`src/rtl/fetch_unit_if.sv`:
```
// Purpose: bundles the fetch unit's execute-side and instruction-memory-side signals.
// Latency: none (wires only).
// Backpressure: execute applies stall; memory answers requests with imem_ready.
interface fetch_unit_if;
    logic [31:0] pc_in;
    logic        stall;
    logic [31:0] imem_rdata;
    logic        imem_ready;
    logic        imem_req;
    logic [31:0] imem_addr;
    logic [31:0] pc;
    logic [31:0] ir;
    logic        ir_valid;
    logic        addr_err;
    logic        fetch_err;
    logic [31:0] instr_cnt;

    // Fetch unit side
    modport master (
        input  pc_in, stall, imem_rdata, imem_ready,
        output imem_req, imem_addr, pc, ir, ir_valid, addr_err, fetch_err, instr_cnt
    );

    // Execute stage / instruction memory side
    modport slave (
        output pc_in, stall, imem_rdata, imem_ready,
        input  imem_req, imem_addr, pc, ir, ir_valid, addr_err, fetch_err, instr_cnt
    );
endinterface

```
`src/rtl/fetch_unit.sv`:
```
// Purpose: single-outstanding instruction fetch with alignment trap and fetch timeout.
// Latency: ir/ir_valid one cycle after imem_ready; first request two cycles after reset release.
// Backpressure: stall holds the valid instruction indefinitely; a memory that never answers halts the unit.
module fetch_unit #(
    parameter logic [31:0] RESET_PC = 32'h0000_0000,
    parameter logic [31:0] TRAP_PC  = 32'h0000_0080,
    parameter logic [7:0]  TIMEOUT  = 8'd255
) (
    input  logic          clk,
    input  logic          rst_n,
    fetch_unit_if.master  bus
);

    typedef enum logic [1:0] {
        S_BOOT  = 2'd0,
        S_FETCH = 2'd1,
        S_VALID = 2'd2,
        S_HALT  = 2'd3
    } state_t;

    state_t      state;
    state_t      state_nxt;

    logic [31:0] pc_q;
    logic [31:0] ir_q;
    logic [31:0] cnt_q;
    logic [7:0]  wait_q;
    logic        aerr_q;
    logic        ferr_q;

    logic        fetch_done;
    logic        timeout;
    logic        retire;
    logic        misaligned;

    // Alignment check on the offered next-PC; only meaningful at retire.
    assign misaligned = (bus.pc_in[1:0] != 2'b00);

    // State register.
    always_ff @(posedge clk or negedge rst_n) begin
        if (!rst_n) begin
            state <= S_BOOT;
        end else begin
            state <= state_nxt;
        end
    end

    // Next-state decode; inputs are only looked at in the states that own them.
    always_comb begin
        state_nxt  = state;
        fetch_done = 1'b0;
        timeout    = 1'b0;
        retire     = 1'b0;
        case (state)
            S_BOOT: begin
                state_nxt = S_FETCH;
            end
            S_FETCH: begin
                if (bus.imem_ready) begin
                    // A response on the final allowed cycle still wins over the timeout.
                    fetch_done = 1'b1;
                    state_nxt  = S_VALID;
                end else if (wait_q + 8'd1 == TIMEOUT) begin
                    timeout   = 1'b1;
                    state_nxt = S_HALT;
                end
            end
            S_VALID: begin
                if (!bus.stall) begin
                    retire    = 1'b1;
                    state_nxt = S_FETCH;
                end
            end
            S_HALT: begin
                state_nxt = S_HALT;
            end
            default: begin
                state_nxt = S_BOOT;
            end
        endcase
    end

    // Datapath: pc/ir capture, retire counter, wait counter and error flags.
    always_ff @(posedge clk or negedge rst_n) begin
        if (!rst_n) begin
            pc_q   <= RESET_PC;
            ir_q   <= 32'd0;
            cnt_q  <= 32'd0;
            wait_q <= 8'd0;
            aerr_q <= 1'b0;
            ferr_q <= 1'b0;
        end else begin
            if (fetch_done) begin
                ir_q <= bus.imem_rdata;
            end
            if (retire) begin
                cnt_q <= cnt_q + 32'd1;
                pc_q  <= misaligned ? TRAP_PC : bus.pc_in;
            end
            // Counts idle request cycles; zero whenever a fresh fetch begins.
            if (state == S_FETCH && !bus.imem_ready && !timeout) begin
                wait_q <= wait_q + 8'd1;
            end else begin
                wait_q <= 8'd0;
            end
            aerr_q <= retire && misaligned;
            if (timeout) begin
                ferr_q <= 1'b1;
            end
        end
    end

    // Outputs are registers or decodes of the state register only.
    assign bus.imem_req  = (state == S_FETCH);
    assign bus.imem_addr = pc_q;
    assign bus.pc        = pc_q;
    assign bus.ir        = ir_q;
    assign bus.ir_valid  = (state == S_VALID);
    assign bus.addr_err  = aerr_q;
    assign bus.fetch_err = ferr_q;
    assign bus.instr_cnt = cnt_q;

endmodule

```
`src/flat_wrapper.sv`:
```
// flat-port wrapper written by rule: the top's interface ports become plain ports
module fetch_unit_flat 
#(
    parameter logic [31:0] RESET_PC = 32'h0000_0000,
    parameter logic [31:0] TRAP_PC  = 32'h0000_0080,
    parameter logic [7:0]  TIMEOUT  = 8'd255
)
  (clk, rst_n, bus_pc_in, bus_stall, bus_imem_rdata, bus_imem_ready, bus_imem_req, bus_imem_addr, bus_pc, bus_ir, bus_ir_valid, bus_addr_err, bus_fetch_err, bus_instr_cnt);
  fetch_unit_if bus_i ();
  input  logic clk;
  input  logic rst_n;
  input wire logic [$bits(bus_i.pc_in)-1:0] bus_pc_in;
  input wire logic [$bits(bus_i.stall)-1:0] bus_stall;
  input wire logic [$bits(bus_i.imem_rdata)-1:0] bus_imem_rdata;
  input wire logic [$bits(bus_i.imem_ready)-1:0] bus_imem_ready;
  output wire logic [$bits(bus_i.imem_req)-1:0] bus_imem_req;
  output wire logic [$bits(bus_i.imem_addr)-1:0] bus_imem_addr;
  output wire logic [$bits(bus_i.pc)-1:0] bus_pc;
  output wire logic [$bits(bus_i.ir)-1:0] bus_ir;
  output wire logic [$bits(bus_i.ir_valid)-1:0] bus_ir_valid;
  output wire logic [$bits(bus_i.addr_err)-1:0] bus_addr_err;
  output wire logic [$bits(bus_i.fetch_err)-1:0] bus_fetch_err;
  output wire logic [$bits(bus_i.instr_cnt)-1:0] bus_instr_cnt;
  assign bus_i.pc_in = bus_pc_in;
  assign bus_i.stall = bus_stall;
  assign bus_i.imem_rdata = bus_imem_rdata;
  assign bus_i.imem_ready = bus_imem_ready;
  assign bus_imem_req = bus_i.imem_req;
  assign bus_imem_addr = bus_i.imem_addr;
  assign bus_pc = bus_i.pc;
  assign bus_ir = bus_i.ir;
  assign bus_ir_valid = bus_i.ir_valid;
  assign bus_addr_err = bus_i.addr_err;
  assign bus_fetch_err = bus_i.fetch_err;
  assign bus_instr_cnt = bus_i.instr_cnt;
  fetch_unit #(.RESET_PC(RESET_PC), .TRAP_PC(TRAP_PC), .TIMEOUT(TIMEOUT)) u_core (.clk(clk), .rst_n(rst_n), .bus(bus_i));
endmodule
```
`config.mk`:
```
export PLATFORM = sky130hd
export DESIGN_NAME = fetch_unit_flat
export DESIGN_NICKNAME = d
export VERILOG_FILES = /design/src/rtl/fetch_unit_if.sv /design/src/rtl/fetch_unit.sv /design/src/flat_wrapper.sv
export SDC_FILE = /design/constraint.sdc
export NUM_CORES = 1
export LEC_CHECK = 0
export ABC_CLOCK_PERIOD_IN_PS = 5000
export BUFFER_PORTS_ARGS = -buffer_cell sky130_fd_sc_hd__buf_2
export CORE_ASPECT_RATIO = 0.5
export CORE_MARGIN = 2
export CORE_UTILIZATION = 40
export CTS_CLUSTER_SIZE = 8
export DETAILED_ROUTE_END_ITERATION = 8
export HOLD_SLACK_MARGIN = 0.08
export PLACE_DENSITY = 0.66
export REMOVE_ABC_BUFFERS = 1
export SYNTH_ARGS = -nofsm -noshare
export SYNTH_HDL_FRONTEND = slang
export SYNTH_SLANG_ARGS = --single-unit
```
`constraint.sdc`:
```
create_clock -name clk -period 5 [get_ports clk]
set_input_delay 0.25 -clock clk [delete_from_list [all_inputs] [get_ports clk]]
set_output_delay 0.25 -clock clk [all_outputs]
set_load 0.02 [all_outputs]
```
# Word level (Yosys, flattened, before mapping)
# Cells that the tools add are included.
# op_classes
add_sub_neg	2
eq_ne	6
muxes	13
n_reduce_logical	8
# ops
cell	n
$add 32x1->32 const B	1
$mux 32	1
$add 8x1->8 const B	1
$eq 8x8->1 const B	1
$mux 8	1
$pmux 2 s4	1
$mux 1	7
$mux 2	3
$eq 2x2->1 const B	2
$logic_and 1x1->1	3
$ne 3x2->1 const B	1
$eq 2x1->1 const B	1
$logic_not 1->1	2
$logic_not 2->1	1
$ne 2x2->1 const B	1
$reduce_and 2->1	1
$reduce_bool 2->1	1
# word_totals
register_bits	108
in_bits	68
out_inout_bits	132
elab_cells	36

# Logic depth before layout (Yosys ltp)
# Gate-level depths: netlist (run 1).
# logic_depth
ltp_word	8
mapped_depth	6
ltp_nobuf	5

# Least setup slack after synthesis (run 1)
# Ideal clock, no wire load.
# synth_timing
path_kind	register to register
startpoint	register u_core.cnt_q[4] (netlist: u_core.bus.instr_cnt[4])
endpoint	register u_core.cnt_q[26] (netlist: u_core.bus.instr_cnt[26])
setup_ps	129
arrival_time_ps	1695
required_ps	4871
path_slack_ps	3176
path_stages_with_launch	6
n_path_buf	1
period_less_slack_ps	1824
path_cell_list	dfrtp_1 nand4_1 nor4_2 buf_2 nand4_1 xnor2_1
# synth_between
elab_chain_len	1
# synth_lines
element	line_no	rtl
start: declaration	fetch_unit.sv:26	logic [31:0] cnt_q;
start signal: assignment	fetch_unit.sv:97	cnt_q <= cnt_q + 32'd1;
$add 32x1->32	fetch_unit.sv:97	
# Every way passes these cells.
# A chain may end at the register's enable or synchronous reset.

# Final worst setup path (run 1)
# layout_timing
startpoint	register u_core.cnt_q[4] (netlist: u_core.bus.instr_cnt[4])
endpoint	register u_core.cnt_q[29] (netlist: u_core.bus.instr_cnt[29])
# The elaborated chain is that of the path after synthesis.

==> insert_results.sql, run 1 <==
INSERT INTO impl_metrics (metric_group, metric, value, unit) VALUES
('detailed_routing', 'wire_length_per_cell_after_detailed_routing', '14.5', 'um'),
('yosys', 'synth_cell_types', '36', ''),
('timing', 'worstMarginPinSlew', '1.18', 'ns'),
('timing', 'finalHoldViolCount', '0', ''),
('critical_path', 'critPathArrivalTime', '2.46', 'ns'),
('timing', 'pins_over_their_slew_limit', '0', ''),
('yosys', 'synthDominantAreaCellType', 'sky130_fd_sc_hd__dfrtp_1', ''),
('timing', 'fin_skew', '0.00754', 'ns'),
('floorplanning', 'rows', '27', ''),
('yosys', 'synth_warnings', '0', ''),
('placement', 'detailed_place_hpwl', '7760', 'um'),
('finish', 'final_area', '5910', 'um^2'),
('global_routing', 'number_of_antenna_violations_at_the_first_check_in_global_routing', '0', ''),
('floorplanning', 'ios', '200', ''),
('detailed_routing', 'routed_via_density', '4.64', ''),
('clock_tree', 'cts_root_buffer', 'sky130_fd_sc_hd__clkbuf_16', ''),
('global_routing', 'grt_pass1_wl', '16700', 'um'),
('critical_path', 'criticalPathCategory', 'flip-flop to flip-flop', ''),
('pwr', 'power.static_leakage', '3.19', 'nW'),
('clock_tree', 'clock_latency_reported_for_the_late_side_of_the_worst_skew_pair', '0.34', 'ns'),
('global_routing', 'global_route.peak_usage_layer', 'met2', ''),
('finish', 'num-nets-final', '649', ''),
('finish', 'drive_above_1_share', '44.9', '%'),
('clock_tree', 'tritoncts.num_buffers', '9', ''),
('yosys', 'postSynthCellCount', '412', ''),
('outcome', 'run_status', 'finished, final reports clean', ''),
('timing', 'finalCriticalPeriod', '2.23', 'ns'),
('yosys', 'syn-cell-area', '4690', 'um^2'),
('global_routing', 'global_route.usage.met2', '28.1', '%'),
('finish', 'fill_cells', '1052', ''),
('timing', 'fin_tns_setup', '0', 'ns'),
('yosys', 'ys_seq_area_share', '57.6', '%'),
('critical_path', 'cp-start-kind', 'flip-flop', ''),
('critical_path', 'worstPathMaxFanout', '13', ''),
('floorplanning', 'floorplan.die.height', '80.6', 'um'),
('finish', 'final_core_utilization', '52.7', '%'),
('timing', 'setup_viol', '0', ''),
('timing', 'worst_slew_margin_rel', '20.9', '%'),
('placement', 'dp_cells', '725', ''),
('placement', 'placedInstanceArea', '5620', 'um^2'),
('timing', 'max_clk_rate', '448', 'MHz'),
('global_routing', 'groute.usage.overall', '17.0', '%'),
('global_routing', 'overflow', '0', ''),
('yosys', 'synth_top_cells_by_area', 'sky130_fd_sc_hd__dfrtp_1, sky130_fd_sc_hd__mux2_2, sky130_fd_sc_hd__nand2_1', ''),
('pwr', 'max-vdd-ir-drop', '0.195', 'mV'),
('detailed_routing', 'drt-total-wl', '10800', 'um'),
('floorplanning', 'placeableCoreArea', '11200', 'um^2'),
('detailed_routing', 'detailedRoute.firstPassIterationCount', '4', ''),
('finish', 'multi_input_area', '1670', 'um^2'),
('clock_tree', 'cts_max_level', '3', ''),
('global_routing', 'grt_max_degree', '72', ''),
('timing', 'final_min_period_over_clock_period', '44.6', '%'),
('finish', 'layout.cells.non_filler', '742', ''),
('detailed_routing', 'vias', '3442', ''),
('floorplanning', 'die_w', '157', 'um'),
('clock_tree', 'clock_sink_count', '108', ''),
('worst_hold_path', 'worst_hold_path_type', 'primary input to flip-flop', ''),
('clock_tree', 'path_clk_slew', '0.07', 'ns'),
('floorplanning', 'die_area', '12700', 'um^2'),
('detailed_routing', 'initialDrtViolationCount', '178', ''),
('finish', 'antenna_cell_count', '0', ''),
('detailed_routing', 'drt.antenna.violating_nets', '0', ''),
('clock_tree', 'clockBufferDepth', '2', ''),
('finish', 'area.sequential', '2700', 'um^2'),
('detailed_routing', 'drc_errors', '0', ''),
('pwr', 'power_per_standard_cell_area', '490', 'nW/um^2'),
('clock_tree', 'tritoncts_clock_tree', 'done', ''),
('global_routing', 'grt_use_met3', '4.91', '%'),
('critical_path', 'cp.required', '5.23', 'ns'),
('clock_tree', 'post-cts-setup-buffer-count', '0', ''),
('timing', 'grt_setup_unrepaired', 'false', ''),
('flow_run', 'maxCapViolCount', '0', ''),
('placement', 'gp_routability_congestion', '0.769', ''),
('finish', 'area_growth', '25.9', '%'),
('floorplanning', 'starting_density_of_the_core', '41.8', '%'),
('global_routing', 'use_met1', '22.3', '%'),
('yosys', 'ys_seq_elements', '108', ''),
('yosys', 'syn-mean-instance-area', '11.4', 'um^2'),
('placement', 'port-buffer-count', '199', ''),
('critical_path', 'critical_path.endpoint_type', 'flip-flop', ''),
('global_routing', 'via_count_of_the_first_global_routing_pass', '3241', ''),
('yosys', 'top_area_cell_type_share_of_the_netlist_area', '57.6', '%');
-- layer usage --
layer | vias to the layer above | share of wire [%] | wire, um
li1 | 1697 | - | -
met3 | 8 | 4.8 | 520
met4 | 0 | 0.72 | 78
met1 | 1667 | 44 | 4720
met5 | - | 0 | 0
met2 | 70 | 51 | 5450
-- stage by stage --
stage | worst slack, ns | power, W | hold slack, ns
floorplan | 2.60 | 0.00185 | -0.0456
global placement | 2.86 | 0.00225 | 0.433
detailed placement | 2.76 | 0.00227 | 0.431
CTS | 2.74 | 0.00294 | 0.111
global route | 2.47 | 0.00307 | 0.118
finish | 2.77 | 0.00290 | 0.123
-- power by group --
group | switching (W) | internal [W]
Sequential | 0.000137 | 0.00109
Clock | 0.000313 | 0.000350
Combinational | 0.000638 | 0.000370
-- worst max-delay path, cell delays in order, from the launching register on --
cell	delay, ns
sky130_fd_sc_hd__dfrtp_1	0.43
sky130_fd_sc_hd__nand4_1	0.30
sky130_fd_sc_hd__nor4_2	0.99
sky130_fd_sc_hd__nand3_1	0.21
sky130_fd_sc_hd__xnor2_1	0.18
-- path summary, 6_finish.rpt --
kind,from,to,slack [ns],cells past startpoint
worst max-delay path,u_core.bus.instr_cnt[4],u_core.bus.instr_cnt[29],2.77,4
worst min-delay path,bus_pc_in[11],u_core.bus.imem_addr[11],0.12,3
worst max register to register,u_core.bus.instr_cnt[4],u_core.bus.instr_cnt[29],2.77,4
worst min register to register,u_core.bus.fetch_err,u_core.bus.fetch_err,0.47,1
max in group asynchronous,rst_n,u_core.bus.ir[16],3.37,3
min in group asynchronous,rst_n,u_core.bus.instr_cnt[10],0.57,2
-- timing repair --
item / CTS / global route
hold buffers: 1 / 0
hold endpoints to repair: 39 / 0
gates resized for setup: 0 / 0
-- cell families (layout without fill, tap and decap cells) --
kind of cell / Yosys count / in the layout / share of synthesized area [%]
muxes: 32 / 32 / 7.68
adders and majority gates: 3 / 3 / 0.800
DFF: 108 / 108 / 57.6
and+or+nand+nor: 172 / 172 / 18.7
AOI/OAI and AO/OA: 8 / 8 / 1.63
buffers and inverters: 53 / 224 / 6.85
xor gates and xnor gates: 36 / 36 / 6.72
-- cell usage in the layout (no fill, tap or decap), types with 3 or more instances in the layout --
cell / Yosys / final
sky130_fd_sc_hd__nor3_1: 8 / 8
sky130_fd_sc_hd__clkbuf_16: 0 / 9
sky130_fd_sc_hd__buf_2: 2 / 198
sky130_fd_sc_hd__xnor2_1: 31 / 31
sky130_fd_sc_hd__inv_1: 4 / 4
sky130_fd_sc_hd__nand3_1: 44 / 44
sky130_fd_sc_hd__and3_1: 5 / 5
sky130_fd_sc_hd__nand4_1: 14 / 14
sky130_fd_sc_hd__xor2_1: 5 / 5
sky130_fd_sc_hd__dfrtp_1: 108 / 108
sky130_fd_sc_hd__mux2_2: 32 / 32
sky130_fd_sc_hd__clkinvlp_4: 0 / 4
sky130_fd_sc_hd__nor2_1: 6 / 5
sky130_fd_sc_hd__buf_4: 32 / 5
sky130_fd_sc_hd__nand2_1: 76 / 76
sky130_fd_sc_hd__and2_1: 3 / 3
sky130_fd_sc_hd__ha_1: 3 / 3
-- layout make-up --
class                           count  share of cell area (%)
Multi-Input combinational cell    251                    28.3
Tap cell                          159                    3.37
Timing Repair Buffer              204                    17.6
Clock inverter                      6                   0.678
Inverter                            4                   0.254
Clock buffer                       10                    4.04
Sequential cell                   108                    45.7
-- registers in the layout, indices dropped and copies added (netlist names) --
register              count
u_core.bus.imem_addr     32
u_core.bus.instr_cnt     32
u_core.bus.ir            32
u_core.wait_q             8
u_core.state              2
u_core.bus.addr_err       1
u_core.bus.fetch_err      1
-- cell usage after synthesis, drive strengths merged --
master	number
a2111oi	1
a211oi	1
a21oi	1
a22oi	1
a31o	1
and2	3
and3	5
and4	2
buf	37
clkbuf	12
dfrtp	108
ha	3
inv	4
mux2	32
nand2	76
nand3	45
nand4	15
nor2	6
nor2b	3
nor3	10
nor3b	1
nor4	4
o21ai	2
o21ba	1
or3	1
or3b	1
xnor2	31
xor2	5
No activity file was read; power rests on OpenSTA's default activity.
==> inputs of run 2 (changes only) <==
- ABC_CLOCK_PERIOD_IN_PS: 5000 -> 2100
- clock period: 5 -> 2.1 ns (I/O delays scaled with it)
==> run 2 against run 1 <==
Against the previous run: die area unchanged; global-route usage increased by 1.8 points; maximum frequency increased by 17%; first-iteration DRC count increased by 1.7%; largest cell class unchanged; largest power group unchanged.
==> insert_results.sql, run 2 (synthesis results as in run 1) <==
INSERT INTO impl_metrics (metric_group, metric, value, unit) VALUES
('outcome', 'run_status', 'finished, final reports clean', ''),
('pwr', 'power_per_standard_cell_area', '1080', 'nW/um^2'),
('floorplanning', 'die_area', '12700', 'um^2'),
('worst_hold_path', 'worst_hold_path_type', 'primary input to flip-flop', ''),
('timing', 'setup_viol', '0', ''),
('critical_path', 'critPathArrivalTime', '2.15', 'ns'),
('finish', 'layout.cells.most_common', 'sky130_fd_sc_hd__buf_2', ''),
('detailed_routing', 'wire_length_per_cell_after_detailed_routing', '14.9', 'um'),
('finish', 'final_area', '6680', 'um^2'),
('placement', 'placement.setup.worst_slack', '0.182', 'ns'),
('placement', 'port-buffer-count', '199', ''),
('finish', 'layout.cells.non_filler', '815', ''),
('clock_tree', 'tritoncts.num_buffers', '9', ''),
('clock_tree', 'path_clk_slew', '0.07', 'ns'),
('timing', 'fin_skew', '0.0100', 'ns'),
('floorplanning', 'floorplan.die.height', '80.6', 'um'),
('flow_run', 'maxCapViolCount', '0', ''),
('detailed_routing', 'drt-total-wl', '12100', 'um'),
('detailed_routing', 'vias', '3781', ''),
('floorplanning', 'ios', '200', ''),
('floorplanning', 'placeableCoreArea', '11200', 'um^2'),
('critical_path', 'cp-start-kind', 'flip-flop', ''),
('timing', 'final.hold.worst_slack', '0.161', 'ns'),
('timing', 'final_min_period_over_clock_period', '91.0', '%'),
('finish', 'num-nets-final', '722', ''),
('critical_path', 'critical_path.endpoint_type', 'flip-flop', ''),
('detailed_routing', 'initialDrtViolationCount', '181', ''),
('finish', 'final_core_utilization', '59.5', '%'),
('finish', 'final_cell_mix', 'sky130_fd_sc_hd__buf_2, sky130_fd_sc_hd__dfrtp_1, sky130_fd_sc_hd__nand2_1', ''),
('clock_tree', 'post-cts-setup-buffer-count', '0', ''),
('timing', 'finalHoldViolCount', '0', ''),
('clock_tree', 'clockBufferDepth', '2', ''),
('floorplanning', 'die_w', '157', 'um'),
('global_routing', 'number_of_antenna_violations_at_the_first_check_in_global_routing', '0', ''),
('global_routing', 'grt_pass1_wl', '18400', 'um'),
('global_routing', 'grt_max_degree', '40', ''),
('clock_tree', 'cts_root_buffer', 'sky130_fd_sc_hd__clkbuf_16', ''),
('floorplanning', 'starting_density_of_the_core', '41.8', '%'),
('placement', 'placedInstanceArea', '5700', 'um^2'),
('placement', 'dp_cells', '733', ''),
('detailed_routing', 'detailedRoute.firstPassIterationCount', '4', ''),
('clock_tree', 'cts_max_level', '3', ''),
('critical_path', 'worstPathMaxFanout', '8', ''),
('timing', 'pins_over_their_slew_limit', '0', ''),
('global_routing', 'overflow', '0', ''),
('clock_tree', 'clock_latency_reported_for_the_late_side_of_the_worst_skew_pair', '0.34', 'ns'),
('clock_tree', 'clock_sink_count', '108', ''),
('floorplanning', 'rows', '27', ''),
('finish', 'area_growth', '42.3', '%'),
('critical_path', 'criticalPathCategory', 'flip-flop to flip-flop', ''),
('timing', 'worst_slew_margin_rel', '66.4', '%'),
('detailed_routing', 'drt.antenna.violating_nets', '0', ''),
('placement', 'gp_routability_congestion', '0.772', ''),
('timing', 'finalCriticalPeriod', '1.91', 'ns'),
('global_routing', 'via_count_of_the_first_global_routing_pass', '3649', ''),
('timing', 'max_clk_rate', '523', 'MHz'),
('critical_path', 'cp.required', '2.34', 'ns'),
('clock_tree', 'post_cts_resize_count', '0', ''),
('pwr', 'power.static_leakage', '3.53', 'nW'),
('detailed_routing', 'routed_via_density', '4.64', ''),
('pwr', 'max-vdd-ir-drop', '0.450', 'mV'),
('placement', 'detailed_place_hpwl', '8170', 'um'),
('timing', 'worstMarginPinSlew', '0.503', 'ns'),
('finish', 'drive_above_1_share', '41.1', '%'),
('clock_tree', 'tritoncts_clock_tree', 'done', ''),
('timing', 'grt_setup_unrepaired', 'false', ''),
('global_routing', 'groute.usage.overall', '18.8', '%'),
('detailed_routing', 'drc_errors', '0', ''),
('timing', 'timing.final.ws_setup', '0.188', 'ns');
-- run 2: changes by cell type in the layout (fill, tap and decap cells not counted), sizes merged --
cell,previous run,this run
clkbuf,10,12
bufinv,0,1
clkinvlp,4,2
diode,0,1
dlygate4sd3,1,66
clkinv,2,0
buf,203,211
-- run 2: per-layer routing --
layer	vias up	track usage [%]	part of all wire [%]
met5	-	0	0
met4	0	6.00	1.6
met3	18	3.94	3.6
met2	104	32.4	51
met1	1819	24.1	44
li1	1840	-	-
-- run 2: where the power goes --
part           leakage (nW)  internal, W  switching, W
Combinational          1.97     0.000985       0.00158
Sequential             1.42      0.00259      0.000347
Clock                 0.147      0.00102      0.000723
Total                  3.53      0.00459       0.00265
-- run 2: critical path, cell delays in order (launching register included) --
cell and delay [ns]:
sky130_fd_sc_hd__dfrtp_1 0.40, sky130_fd_sc_hd__or3b_1 0.61, sky130_fd_sc_hd__nor4_4 0.49, sky130_fd_sc_hd__nand4_1 0.17, sky130_fd_sc_hd__xnor2_1 0.14
-- run 2: layout make-up --
cell class                      instances  area, um^2
Tap cell                              159         199
Sequential cell                       108        2700
Clock inverter                          3        45.0
Clock buffer                           12         267
Fill cell                             913        4540
Inverter                                4        15.0
Multi-Input combinational cell        251        1670
Antenna cell                            1        2.50
Timing Repair Buffer                  277        1770
-- run 2: timing repair --
item	CTS	global route
endpoints found under the hold margin	93	0
setup endpoints to repair	0	0
hold buffers	66	0
-- run 2: path summary, 6_finish.rpt --
check                                           from                  endpoint  slack [ns]  cells after the start
worst max register to register       u_core.state[0]  u_core.bus.instr_cnt[18]        0.19                      4
min in group asynchronous                      rst_n  u_core.bus.instr_cnt[10]        0.24                      2
max in group asynchronous                      rst_n  u_core.bus.imem_addr[24]        1.23                      3
worst min register to register  u_core.bus.fetch_err      u_core.bus.fetch_err        0.48                      1
worst min-delay path                       bus_stall   u_core.bus.instr_cnt[1]        0.16                      4
worst max-delay path                 u_core.state[0]  u_core.bus.instr_cnt[18]        0.19                      4
-- run 2: per-stage QoR --
step           total power, W  setup TNS [ns]
2_1_floorplan         0.00440           -4.44
3_3_place_gp          0.00537               0
3_5_place_dp          0.00543               0
4_1_cts               0.00729               0
5_1_grt               0.00762               0
6_report              0.00724               0
